$ cat src/rtl/tanh_dispatch.sv
// tanh_dispatch: vector-level initiator for the fixed-latency tanh unit.
// Accepts a whole Q8.8 vector, streams one element per cycle into the
// activation unit, tracks in-flight elements with a tag shift register and
// reassembles the returned results by index before presenting them downstream.
// Optional feature macro: TANH_DISPATCH_PERF_EN adds saturating vec_count and
// stall_count performance counters.
module tanh_dispatch #(
  parameter int DATA_W   = 16,
  parameter int VEC_LEN  = 8,
  parameter int PIPE_LAT = 5,
  parameter int IDX_W    = $clog2(VEC_LEN)
) (
  input  logic                      clock,
  input  logic                      reset,
  input  logic                      in_valid,
  output logic                      in_ready,
  input  logic [VEC_LEN*DATA_W-1:0] in_vec,
  output logic [DATA_W-1:0]         act_data_out,
  input  logic [DATA_W-1:0]         act_data_in,
  output logic                      out_valid,
  input  logic                      out_ready,
  output logic [VEC_LEN*DATA_W-1:0] out_vec,
`ifdef TANH_DISPATCH_PERF_EN
  output logic [31:0]               vec_count,
  output logic [31:0]               stall_count,
`endif
  output logic                      busy
);

  localparam int CNT_W = IDX_W + 1;
  localparam logic [IDX_W-1:0] LAST_IDX = IDX_W'(VEC_LEN - 1);
  localparam logic [CNT_W-1:0] LAST_CNT = CNT_W'(VEC_LEN - 1);

  typedef enum logic [1:0] {IDLE, ISSUE, DRAIN, DONE} state_t;

  state_t             state_q, state_d;
  logic [IDX_W-1:0]   issueIdx_q, issueIdx_d;
  logic [CNT_W-1:0]   collectCnt_q, collectCnt_d;
  logic [DATA_W-1:0]  inBuf_q  [VEC_LEN];
  logic [DATA_W-1:0]  result_q [VEC_LEN];
  logic               tagValid_q [PIPE_LAT];
  logic [IDX_W-1:0]   tagIdx_q   [PIPE_LAT];

  logic accept;
  logic issue;
  logic capture;
  logic handshake;

  // Next-state, handshake outputs and the element presented to the unit
  always_comb begin
    state_d      = state_q;
    issueIdx_d   = issueIdx_q;
    collectCnt_d = collectCnt_q;
    in_ready     = 1'b0;
    out_valid    = 1'b0;
    act_data_out = '0;
    accept       = (state_q == IDLE) && in_valid;
    issue        = (state_q == ISSUE);
    capture      = ((state_q == ISSUE) || (state_q == DRAIN)) && tagValid_q[PIPE_LAT-1];
    handshake    = (state_q == DONE) && out_ready;

    if (capture) begin
      collectCnt_d = collectCnt_q + 1'b1;
    end

    case (state_q)
      IDLE: begin
        in_ready = 1'b1;
        if (in_valid) begin
          issueIdx_d   = '0;
          collectCnt_d = '0;
          state_d      = ISSUE;
        end
      end
      ISSUE: begin
        act_data_out = inBuf_q[issueIdx_q];
        if (issueIdx_q == LAST_IDX) begin
          state_d = (capture && (collectCnt_q == LAST_CNT)) ? DONE : DRAIN;
        end else begin
          issueIdx_d = issueIdx_q + 1'b1;
        end
      end
      DRAIN: begin
        if (capture && (collectCnt_q == LAST_CNT)) begin
          state_d = DONE;
        end
      end
      DONE: begin
        out_valid = 1'b1;
        if (out_ready) begin
          state_d = IDLE;
        end
      end
      default: state_d = IDLE;
    endcase
  end

  assign busy = (state_q != IDLE);

  // FSM state, issue index and collection counter registers
  always_ff @(posedge clock) begin
    if (reset) begin
      state_q      <= IDLE;
      issueIdx_q   <= '0;
      collectCnt_q <= '0;
    end else begin
      state_q      <= state_d;
      issueIdx_q   <= issueIdx_d;
      collectCnt_q <= collectCnt_d;
    end
  end

  // Tag pipe mirrors the unit latency so each returning result carries its index
  always_ff @(posedge clock) begin
    if (reset) begin
      for (int i = 0; i < PIPE_LAT; i++) begin
        tagValid_q[i] <= 1'b0;
        tagIdx_q[i]   <= '0;
      end
    end else begin
      tagValid_q[0] <= issue;
      tagIdx_q[0]   <= issueIdx_q;
      for (int i = 1; i < PIPE_LAT; i++) begin
        tagValid_q[i] <= tagValid_q[i-1];
        tagIdx_q[i]   <= tagIdx_q[i-1];
      end
    end
  end

  // Input buffer latched on acceptance; results written back by returned tag index
  always_ff @(posedge clock) begin
    if (reset) begin
      for (int k = 0; k < VEC_LEN; k++) begin
        inBuf_q[k]  <= '0;
        result_q[k] <= '0;
      end
    end else begin
      if (accept) begin
        for (int k = 0; k < VEC_LEN; k++) begin
          inBuf_q[k] <= in_vec[k*DATA_W +: DATA_W];
        end
      end
      if (capture) begin
        result_q[tagIdx_q[PIPE_LAT-1]] <= act_data_in;
      end
    end
  end

  for (genvar g = 0; g < VEC_LEN; g++) begin : g_outPack
    assign out_vec[g*DATA_W +: DATA_W] = result_q[g];
  end

`ifdef TANH_DISPATCH_PERF_EN
  // Saturating counts of completed vectors and downstream-stalled DONE cycles
  always_ff @(posedge clock) begin
    if (reset) begin
      vec_count   <= '0;
      stall_count <= '0;
    end else begin
      if (handshake && (vec_count != 32'hFFFFFFFF)) begin
        vec_count <= vec_count + 32'd1;
      end
      if ((state_q == DONE) && !out_ready && (stall_count != 32'hFFFFFFFF)) begin
        stall_count <= stall_count + 32'd1;
      end
    end
  end
`endif

endmodule

$ cat config.mk
export PLATFORM = sky130hd
export DESIGN_NAME = tanh_dispatch
export DESIGN_NICKNAME = d
export VERILOG_FILES = /design/src/rtl/tanh_dispatch.sv
export SDC_FILE = /design/constraint.sdc
export NUM_CORES = 1
export LEC_CHECK = 0
export ABC_AREA = 1
export BUFFER_PORTS_ARGS = -buffer_cell sky130_fd_sc_hd__buf_2
export CAP_MARGIN = 15
export CORE_ASPECT_RATIO = 1.4
export CORE_UTILIZATION = 48
export DETAILED_ROUTE_END_ITERATION = 10
export PLACE_DENSITY = 0.76
export RECOVER_POWER = 25
export SYNTH_ARGS = -nofsm -noshare
export SYNTH_HDL_FRONTEND = slang
export SYNTH_SLANG_ARGS = --single-unit
$ cat constraint.sdc
create_clock -name clock -period 3.7 [get_ports clock]
set_clock_uncertainty 0.05 [all_clocks]
set_input_delay 0.74 -clock clock [delete_from_list [all_inputs] [get_ports clock]]
set_output_delay 0.74 -clock clock [all_outputs]
set_load 0.005 [all_outputs]
**Word level (Yosys, flattened, before mapping)**

Memory sizes are Yosys's and may differ from the RTL's. A register that Yosys moved wholly into a read port is not among the register bits.
Cells that the tools add are included.

- Word-level logic and storage cells: 94
- Register bits: 9
- Output and inout bits: 147
- Memories kept: 4
- RAM bits: 276

Memory list:

| name | depth | bits a word | read ports | clocked after memory_dff | write ports | line | RTL |
|---|---|---|---|---|---|---|---|
| inBuf_q | 8 | 16 | 1 | 1 | 8 | 39 | `logic [DATA_W-1:0] inBuf_q [VEC_LEN];` |
| result_q | 8 | 16 | 8 | 0 | 8 | 40 | `logic [DATA_W-1:0] result_q [VEC_LEN];` |
| tagIdx_q | 5 | 3 | 5 | 0 | 5 | 42 | `logic [IDX_W-1:0] tagIdx_q [PIPE_LAT];` |
| tagValid_q | 5 | 1 | 5 | 0 | 5 | 41 | `logic tagValid_q [PIPE_LAT];` |

- Bitwise operators: 18
- Reductions and logical operators: 10
- Eq/ne operators: 10
- Mux-type cells: 47
- Add/subtract/negate cells: 2

Operators by type and width:

| kind | number |
|---|---|
| $mux 16 | 10 |
| $mux 3 | 10 |
| $mux 1 | 18 |
| $or 1x1->1 | 18 |
| $reduce_or 16->1 | 1 |
| $mux 4 | 3 |
| $mux 2 | 4 |
| $pmux 2 s4 | 1 |
| $ne 2x2->1 const B | 3 |
| $pmux 3 s2 | 1 |
| $add 4x1->4 const B | 1 |
| $eq 2x2->1 const B | 2 |
| $eq 4x3->1 const B | 1 |
| $ne 2x1->1 const B | 2 |
| $reduce_and 4->1 | 1 |
| $reduce_bool 2->1 | 2 |
| $add 3x1->3 const B | 1 |
| $eq 3x3->1 const B | 1 |
| $logic_and 1x1->1 | 3 |
| $reduce_and 3->1 | 1 |
| $eq 2x1->1 const B | 1 |
| $logic_not 2->1 | 1 |
| $logic_or 1x1->1 | 1 |

**Logic depth before layout (Yosys ltp)**

Gate-level depths: netlist of the first run.

- Depth in word-level cells: 8
- Mapped depth: 9

**Worst setup path before layout of the first run**

OpenSTA, ideal clock, no wires.

- Kind: input-to-reg
- Start point: input reset
- End point: memory inBuf_q[0][0], enable pin
- Path slack: -329 ps
- Cell stages on the path: 3
- Data arrival time: 3496 ps
- Required time: 3167 ps
- Buffers on the path: 1
- Path through: buf_2 a21oi_1 inv_1

RTL lines:

| what | line | RTL |
|---|---|---|
| start, declared | 14 | `input logic reset,` |
| end, declared | 39 |  |

==> summary.txt, run 1 <==
Area share of fa/ha/maj cells after synthesis -> 0.007382
Synth Instances -> 1,098
Top routing layer in use -> met4
Hold Crit Class -> reg -> reg
Max-cap violation count -> 0
Number of flops mapped to enable cells by yosys -> 256
Clk Latency, worst-skew pair -> 0.53 ns
Largest cells by area after synthesis -> edfxtp_1, nor2_1, inv_1
Placed instance area -> 0.01351 sq mm
Top cells by count, synth -> nor2_1, edfxtp_1, inv_1
Compound-gate portion of the synthesized area -> 0.05125
Initial antenna violation count -> 0
M1 WL -> 10,300 microns
Largest family of logic cells by synthesized area -> simple AND/OR/NAND/NOR gates
Crit path max fanout -> 64
Total GRT Usage -> 0.2218
Remaining DRCs -> 0
Total core area -> 0.02414 sq mm
Largest net degree at the start of global routing -> 132
CTS resizes -> 0
Yosys cell types -> 27
R2r setup slk -> 1.23 ns
Critical-path top delay cell -> buf_4
Vias/cell -> 5.002
Longest Clk Path Bufs -> 3
GR Overflow Total -> 0
Layout cell share with drive strength beyond 1 -> 0.2183
Post-synthesis cell area -> 0.01187 sq mm
Sw Ratio -> 0.2693
Fin area -> 0.01426 sq mm
PwrDens -> 571.0 mW/mm^2
Worst path max stage delay -> 0.50 ns
Combinational share of power -> 0.162
CP Class -> reg -> out
Endpoints failing setup -> 0
DRC marker count from the first detailed-route iteration -> 608
P_sw -> 2193 uW
# port buffers -> 294
Initial Util -> 0.4914
N_diodes -> 0
Crit path DAT -> 2.32 ns
Sink Count -> 288
Vias in the first global route -> 8,142
Synth async-reset ratio -> 0
Count leader, synth -> nor2_1
Io pins -> 295
IR drop worst, VDD -> 439.0 uV
Crit-path cells -> buf_4 -> o21ai_0 -> o211ai_1 -> nand2_1 -> nor2_1 -> buf_2
Synth top area share -> 0.6479
WL met3 -> 2194 microns
Endpoints failing hold -> 0
Final Slew Violations -> 0
CP Data Required Time -> 2.91 ns
CTS root buf -> clkbuf_16
Cell Int Power -> 5950 uW
P&R area growth vs syn -> 20.19%
CTS Hold Buffers Added -> 0
GP Congestion -> 0.8308
Leak Pwr -> 0.006584 uW
CP Capture Type -> output port
Post-CTS Setup Repair Bufs -> 0
WL/cell -> 16.67 microns
H-Tree Depth -> 1
Worst slew pin tran -> 0.9370 ns
Post-DRT Antenna Nets -> 0
Post-DP HPWL -> 20,070 microns
Syn nets -> 1,253
Met2 WL -> 14,740 microns
Worst-path clk slew -> 0.06 ns
Dominant synthesized flop cell -> edfxtp_1
XOR/XNOR share of the synthesized area -> 0
Max frequency -> 321.2 MHz
Final Cycle Share -> 0.8413
Clock power share -> 0.320
Post-layout minimum cycle time -> 3.113 ns
TritonCTS buffer count -> 26
Yosys reg bits -> 288
Fin nets -> 1,534
Register area share after synthesis -> 0.7019
Top cell type by total area after synthesis -> edfxtp_1
# fillers -> 2,006
Simple logic cell fraction of the synthesized area -> 0.1562
Max-slew headroom -> 0.3753
First-pass GRT wire length -> 42,240 microns
Status -> complete, no violations
DR pass1 iterations -> 5
Synth warn -> 0
Avg Synthesized Cell Area -> 10.81 sq um
Sequential power share -> 0.518
Die Wd -> 134.9 microns
Rows -> 67
Die outline area -> 0.02536 sq mm
Sum Neg Setup Slack -> 0 ns
Critical Path Source Type -> flop
Total power -> 8143 uW
Vias -> 8,538
Die Y -> 188.0 microns
CTS tree -> done
Drt total wl -> 28,450 microns
Mux contribution to synthesized area -> 0
RSZ-0062 raised after global routing -> no
==> metal layers <==
layer  track usage  vias up
met1        0.2530     3864
met4        0.1067        0
met2        0.4044      530
met5             0        -
li1              -     4067
met3       0.02893       77
==> critical path, delay by kind of cell, from the launching register on <==
| family | cells | cell delay, ns |
|---|---|---|
| simple gates | 2 | 0.25 |
| compound gates | 2 | 0.58 |
| flops | 1 | 0.33 |
| buf+inv | 2 | 0.63 |
==> registers in the layout (all words and copies together) (netlist names), named ones only <==
register and count:
collectCnt_q 4, result_q 128, state_q 2, tagValid_q 5
inBuf_q 128, issueIdx_q 3, tagIdx_q 15
==> stage by stage <==
step | hold slack (ns) | instances | setup WS (ns) | util
global route | 0.3626 | 1707 | 0.4615 | 0.5907
detailed placement | 0.3462 | 1661 | 1.091 | 0.5597
global placement | 0.3393 | 1661 | 1.113 | 0.5597
CTS | 0.3561 | 1707 | 0.6034 | 0.5934
finish | 0.3451 | 1707 | 0.5870 | 0.5907
floorplan | 0.3383 | 1098 | 0.1528 | -
==> final cells by class <==
type                       instances  area [sq um]  share of cell area
sequential                       288          8329              0.5840
multi-input combinational        577          2556              0.1792
timing repair buffer             302          1478              0.1036
clock buffer                      35         705.7             0.04948
inverter                         184         695.7             0.04878
tap                              310         387.9             0.02720
clock inverter                    11         108.9            0.007633
==> final timing paths <==
path	from	to	depth (start not counted)
setup / recovery	flop	act_data_out[6]	6
hold / removal	tagIdx_q[0][9]$_SDFF_PP0_	tagIdx_q[0][12]$_SDFF_PP0_	2
setup reg to reg	state_q[1]$_SDFFE_PP0P_	result_q[2][10]$_SDFFCE_PN0P_	8
hold reg to reg	tagIdx_q[0][9]$_SDFF_PP0_	tagIdx_q[0][12]$_SDFF_PP0_	2
==> kinds of logic (layout without fill, tap and decap cells) <==
kind of cell               after synthesis  count (layout)
AOI/OAI and AO/OA                      109             109
adders and majority gates                7               7
buffers and inverters                  233             532
DFF                                    288             288
and+or+nand+nor                        461             461
==> placed cells by master, fill, tap and decap left out, drive strengths merged <==
cell type  synthesis  final
a21oi              6      6
buf               36    251
bufinv             0      2
clkbuf            13     86
clkinv             1      8
clkinvlp           0      3
dfxtp             32     32
edfxtp           256    256
ha                 7      7
inv              183    182
nand2             50     50
nand3              7      7
nand4              1      1
nor2             402    402
nor3               1      1
o211ai            16     16
o21ai             70     70
o21bai             1      1
o22ai             16     16
==> power by group through the flow <==
stage	sequential (uW)	combinational, uW	clock [uW]
floorplan	4230	850	0
detailed placement	4290	1320	0
global placement	4280	1290	0
finish	4220	1320	2600
global route	4250	1470	2750
CTS	4220	1330	2630
Power figures use the tool's default switching activity.
==> run 2, diff against run 1 <==
Settings changed: ABC_AREA 1 to 0.
Clock period 3.7 ns to 2.8 ns, I/O delays scaled along.
==> summary.txt, run 2 <==
Status -> complete, no violations
Critical Path Source Type -> flop
Die outline area -> 0.02514 sq mm
Worst flop-to-flop path endpoint -> result_q[7][13]$_SDFFCE_PN0P_
Max-cap violation count -> 0
Most common cell after layout, fill and taps aside -> edfxtp_1
P&R area growth vs syn -> 22.54%
Synth warn -> 0
Largest regs -> inBuf_q x128, result_q x128, tagIdx_q x15
Synth async-reset ratio -> 0
Post-CTS Setup Repair Bufs -> 0
Vias -> 6,862
Largest net degree at the start of global routing -> 97
Worst Hold End -> inBuf_q[3][0]$_SDFFCE_PN0P_
Drt total wl -> 24,830 microns
Post-layout minimum cycle time -> 2.644 ns
Total core area -> 0.02398 sq mm
Sum Neg Setup Slack -> 0 ns
Vias in the first global route -> 6,969
IR drop worst, VDD -> 589.2 uV
Placed instance area -> 0.01366 sq mm
N_diodes -> 0
GR Overflow Total -> 0
CP Capture Type -> output port
XOR/XNOR share of the synthesized area -> 0.002234
Clk Latency, worst-skew pair -> 0.52 ns
WL/cell -> 18.16 microns
GP Congestion -> 0.7822
Endpoints failing hold -> 0
R2r setup slk -> 0.35 ns
Worst Hold Depth -> 2
Layout cell share with drive strength beyond 1 -> 0.3359
Register area share after synthesis -> 0.7082
Crit path DAT -> 2.03 ns
DRC marker count from the first detailed-route iteration -> 408
DR pass1 iterations -> 5
# fillers -> 1,857
Worst slew pin tran -> 1.382 ns
CTS Hold Buffers Added -> 0
PwrDens -> 722.5 mW/mm^2
Hold Crit Class -> in -> reg
Critical-path top delay cell -> mux4_2
Remaining DRCs -> 0
Final Cycle Share -> 0.9443
Compound-gate portion of the synthesized area -> 0.004681
Yosys reg bits -> 288
Final Slew Violations -> 0
Yosys cell types -> 36
Top cells by count, synth -> edfxtp_1, and2_1, nor2b_1
Number of flops mapped to enable cells by yosys -> 256
Largest family of logic cells by synthesized area -> simple AND/OR/NAND/NOR gates
First-pass GRT wire length -> 37,540 microns
Sink Count -> 288
Total GRT Usage -> 0.1975
Top cell type by total area after synthesis -> edfxtp_1
Crit-path cells -> buf_12 -> mux4_2 -> mux2i_1 -> nor2_1 -> buf_2
Syn nets -> 892
Largest cells by area after synthesis -> edfxtp_1, and2_1, mux4_2
Fin area -> 0.01441 sq mm
Mux contribution to synthesized area -> 0.07863
Total power -> 10,410 uW
Crit path max fanout -> 16
Max frequency -> 378.2 MHz
Post-DP HPWL -> 17,370 microns
Post-place setup slack -> 0.3744 ns
TritonCTS buffer count -> 25
Dominant synthesized flop cell -> edfxtp_1
Endpoints failing setup -> 0
Avg Synthesized Cell Area -> 15.96 sq um
# port buffers -> 294
CP Class -> reg -> out
Initial antenna violation count -> 2
CTS resizes -> 0
Rows -> 67
Die Wd -> 134.3 microns
Worst-path clk slew -> 0.07 ns
Fin nets -> 1,195
Hold Crit Start -> in_vec[48]
H-Tree Depth -> 1
Longest Clk Path Bufs -> 3
RSZ-0062 raised after global routing -> no
Commonest non-fill, non-tap cells in the layout -> edfxtp_1, buf_2, and2_1
Post-DRT Antenna Nets -> 0
CP Data Required Time -> 2.19 ns
Initial Util -> 0.4905
Synth Instances -> 737
Simple logic cell fraction of the synthesized area -> 0.1821
Die Y -> 187.2 microns
Synth top area share -> 0.6537
Reg2Reg Depth -> 6
Max-slew headroom -> 0.07837
CTS tree -> done
CTS root buf -> clkbuf_16
Leak Pwr -> 0.005789 uW
Worst path max stage delay -> 0.53 ns
Io pins -> 295
Setup slack after layout -> 0.1558 ns
Count leader, synth -> edfxtp_1
Vias/cell -> 5.020
Worst r2r src -> state_q[0]$_SDFFE_PP0P_
Area share of fa/ha/maj cells after synthesis -> 0.007448
Post-synthesis cell area -> 0.01176 sq mm
==> run 2: cell count changes in the layout (fill, tap and decap cells not counted), moves of 7 or more <==
cell	change
nand2_4	-7
inv_1	-175
mux2i_1	+17
o211ai_1	-16
o21ai_1	-10
or2_2	+8
nand2_1	-31
o22ai_1	-15
nor2b_1	+52
nor2_1	-378
mux4_2	+32
o21ai_0	-59
and2_1	+221
==> run 2: kinds of logic (layout without fill, tap and decap cells) <==
| logic type | count (synthesis) | in the layout |
|---|---|---|
| buffers and inverters | 41 | 361 |
| and+or+nand+nor | 337 | 337 |
| adders and majority gates | 7 | 7 |
| xor gates and xnor gates | 3 | 3 |
| muxes | 52 | 52 |
| DFF | 288 | 288 |
| AOI/OAI and AO/OA | 9 | 9 |
==> run 2: through the flow <==
step                hold slack [ns]  utilization  instances
floorplan                    0.3638            -        737
CTS                          0.2434       0.6035       1366
global placement             0.3666       0.5698       1322
detailed placement           0.3704       0.5698       1322
finish                       0.2615       0.6011       1367
global route                 0.2554       0.6011       1367
==> run 2: layout make-up <==
class	instances	area, sq um	area share
sequential	288	8329	0.5780
clock inverter	12	156.4	0.01085
clock buffer	32	651.9	0.04523
inverter	5	18.77	0.001302
timing repair buffer	312	1617	0.1122
multi-input combinational	408	3251	0.2256
tap	310	387.9	0.02691
==> run 2: worst max path at each step <==
stage | cells after the start | end | slack [ns] | start
after floorplan | 2 | inBuf_q[0][0]$_SDFFCE_PN0P_ | 0.50 | reset
after global placement | 6 | result_q[7][5]$_SDFFCE_PN0P_ | 0.46 | state_q[1]$_SDFFE_PP0P_
after detailed placement | 6 | result_q[7][5]$_SDFFCE_PN0P_ | 0.37 | state_q[1]$_SDFFE_PP0P_
after CTS | 5 | act_data_out[13] | 0.03 | flop
after global routing | 5 | act_data_out[13] | 0.04 | flop
final | 5 | act_data_out[13] | 0.16 | flop
==> run 2: critical path: cells and delay by family, from the launching register on <==
| family | cells | cell delay, ns |
|---|---|---|
| AND/OR/NAND/NOR | 1 | 0.07 |
| flip-flops | 1 | 0.38 |
| multiplexers | 2 | 0.70 |
| buffers and inverters | 2 | 0.35 |
==> run 2: report_power, final <==
group / internal, uW / switching [uW] / leakage, uW / total (uW)
clock: 2010 / 1430 / 0.000393 / 3440
combinational: 718 / 803 / 0.00244 / 1520
sequential: 5300 / 154 / 0.00296 / 5450
==> run 2: metal layers <==
metal,global-route usage,part of all wire,vias to the layer above
li1,-,-,3209
met1,0.2302,0.37,3242
met2,0.3573,0.52,353
met3,0.04661,0.089,54
met4,0.05920,0.025,4
met5,0,0.00073,-
==> run 3, diff against run 2 <==
Settings changed: CORE_ASPECT_RATIO 1.4 to 1.5, RECOVER_POWER 25 to 100.
==> summary.txt, run 3 (synthesized netlist as in run 2, its figures left out) <==
Worst Hold Depth -> 2
Area of the multi-input gates -> 0.003168 sq mm
WL/cell -> 18.01 microns
Most common cell after layout, fill and taps aside -> edfxtp_1
Max frequency -> 360.1 MHz
Commonest non-fill, non-tap cells in the layout -> edfxtp_1, buf_2, and2_1
Io pins -> 295
RSZ-0062 raised after global routing -> yes
Vias/cell -> 4.942
# fillers -> 1,875
Endpoints failing hold -> 0
Die Wd -> 129.8 microns
Endpoints failing setup -> 0
Hold Crit Start -> in_vec[43]
Vias -> 6,844
Status -> complete, no violations
Reg2Reg Depth -> 6
Largest net degree at the start of global routing -> 60
Placed instance area -> 0.01369 sq mm
H-Tree Depth -> 1
Sequential power share -> 0.519
Clk Latency, worst-skew pair -> 0.52 ns
M2 GR Usage -> 0.3593
R2r setup slk -> 0.13 ns
Setup slack after layout -> 0.02262 ns
GR Overflow Total -> 0
Post-DP HPWL -> 17,750 microns
Finished Layout Cells -> 1,385
Post-place setup slack -> 0.3830 ns
Initial Util -> 0.4918
Rows -> 69
Fin nets -> 1,199
Final Slew Violations -> 0
Die Y -> 193.7 microns
First-pass GRT wire length -> 36,540 microns
PwrDens -> 735.2 mW/mm^2
Remaining DRCs -> 0
P&R area growth vs syn -> 21.60%
Sink Count -> 288
Leak Pwr -> 0.005531 uW
Final Cycle Share -> 0.9919
Post-DRT Antenna Nets -> 0
Grt met1 use -> 0.2279
Hold Crit Class -> in -> reg
Initial antenna violation count -> 3
Vias in the first global route -> 6,659
IR drop worst, VDD -> 470.0 uV
CP Capture Type -> output port
TritonCTS buffer count -> 26
Crit path DAT -> 2.17 ns
Layout cell share with drive strength beyond 1 -> 0.2860
Worst r2r src -> state_q[1]$_SDFFE_PP0P_
Max-cap violation count -> 0
Post-Place Cells -> 1,334
Clock power share -> 0.336
Worst slew pin tran -> 1.233 ns
Max-slew headroom -> 0.1777
Die outline area -> 0.02514 sq mm
Reg area -> 0.008329 sq mm
Critical Path Source Type -> flop
Total GRT Usage -> 0.1953
Worst-path clk slew -> 0.07 ns
Post-layout minimum cycle time -> 2.777 ns
GP Congestion -> 0.7804
P_sw -> 2471 uW
CP Class -> reg -> out
Cell Int Power -> 8042 uW
Sw Ratio -> 0.2350
# port buffers -> 294
Total power -> 10,510 uW
CP Data Required Time -> 2.19 ns
Longest Clk Path Bufs -> 3
Utilization after layout -> 0.5980
Combinational share of power -> 0.144
Crit path max fanout -> 16
DR pass1 iterations -> 4
CTS tree -> done
Total core area -> 0.02391 sq mm
M3 GR Usage -> 0.02649
DRC marker count from the first detailed-route iteration -> 377
GR peak layer -> met2
Largest regs -> inBuf_q x128, result_q x128, tagIdx_q x15
Fin area -> 0.01430 sq mm
Drt total wl -> 24,940 microns
CTS root buf -> clkbuf_16
Post-CTS Setup Repair Bufs -> 0
## run 3: cell types whose count changed in the layout (fill, tap and decap cells not counted), sizes merged
cell    previous run  this run
buf              256       203
bufbuf             0         1
clkbuf            88       141
diode              0         3
inv                4         7
clkinv             8        11
bufinv             4         3
## run 3: through the flow
stage / TNS [ns] / hold slack (ns)
after floorplan: 0 / 0.3638
after global placement: 0 / 0.3663
after detailed placement: 0 / 0.3723
after CTS: -0.03987 / 0.2394
after global routing: -0.9658 / 0.2488
final: 0 / 0.2617
## run 3: repair_timing
| item | CTS | global route |
|---|---|---|
| resized for setup | 3 | 0 |
| hold buffers | 0 | 0 |
| cloned | 1 | 0 |
| setup endpoints to repair | 9 | 12 |
## run 3: path summary, 6_finish.rpt
check,end
max,act_data_out[7]
min,inBuf_q[2][11]$_SDFFCE_PN0P_
max reg2reg,result_q[7][2]$_SDFFCE_PN0P_
min reg2reg,tagIdx_q[0][12]$_SDFF_PP0_
## run 3: power by group through the flow
stage / Sequential (uW) / Combinational, uW / Clock, uW
floorplan: 5500 / 945 / 0
global placement: 5510 / 1550 / 0
detailed placement: 5550 / 1560 / 0
CTS: 5460 / 1620 / 3600
global route: 5510 / 1660 / 3760
finish: 5460 / 1520 / 3540
## run 3: critical path, stage by stage (launching register included)
cell and delay, ns:
dfxtp_2 0.39, bufbuf_16 0.35, mux4_2 0.53, mux2i_1 0.16, nor2_1 0.07, buf_2 0.14
## run 3: area by class of cell
class	count	share of cell area
antenna	3	0.0005250
clock buffer	30	0.04804
clock inverter	17	0.01199
inverter	5	0.001400
multi-input combinational	408	0.2215
sequential	288	0.5825
tap	319	0.02791
timing repair buffer	315	0.1061
## run 3: layer usage
metal	share of wire	routed length (microns)
met5	0	0
met4	0.032	797
met3	0.067	1679
met2	0.52	13040
met1	0.38	9428
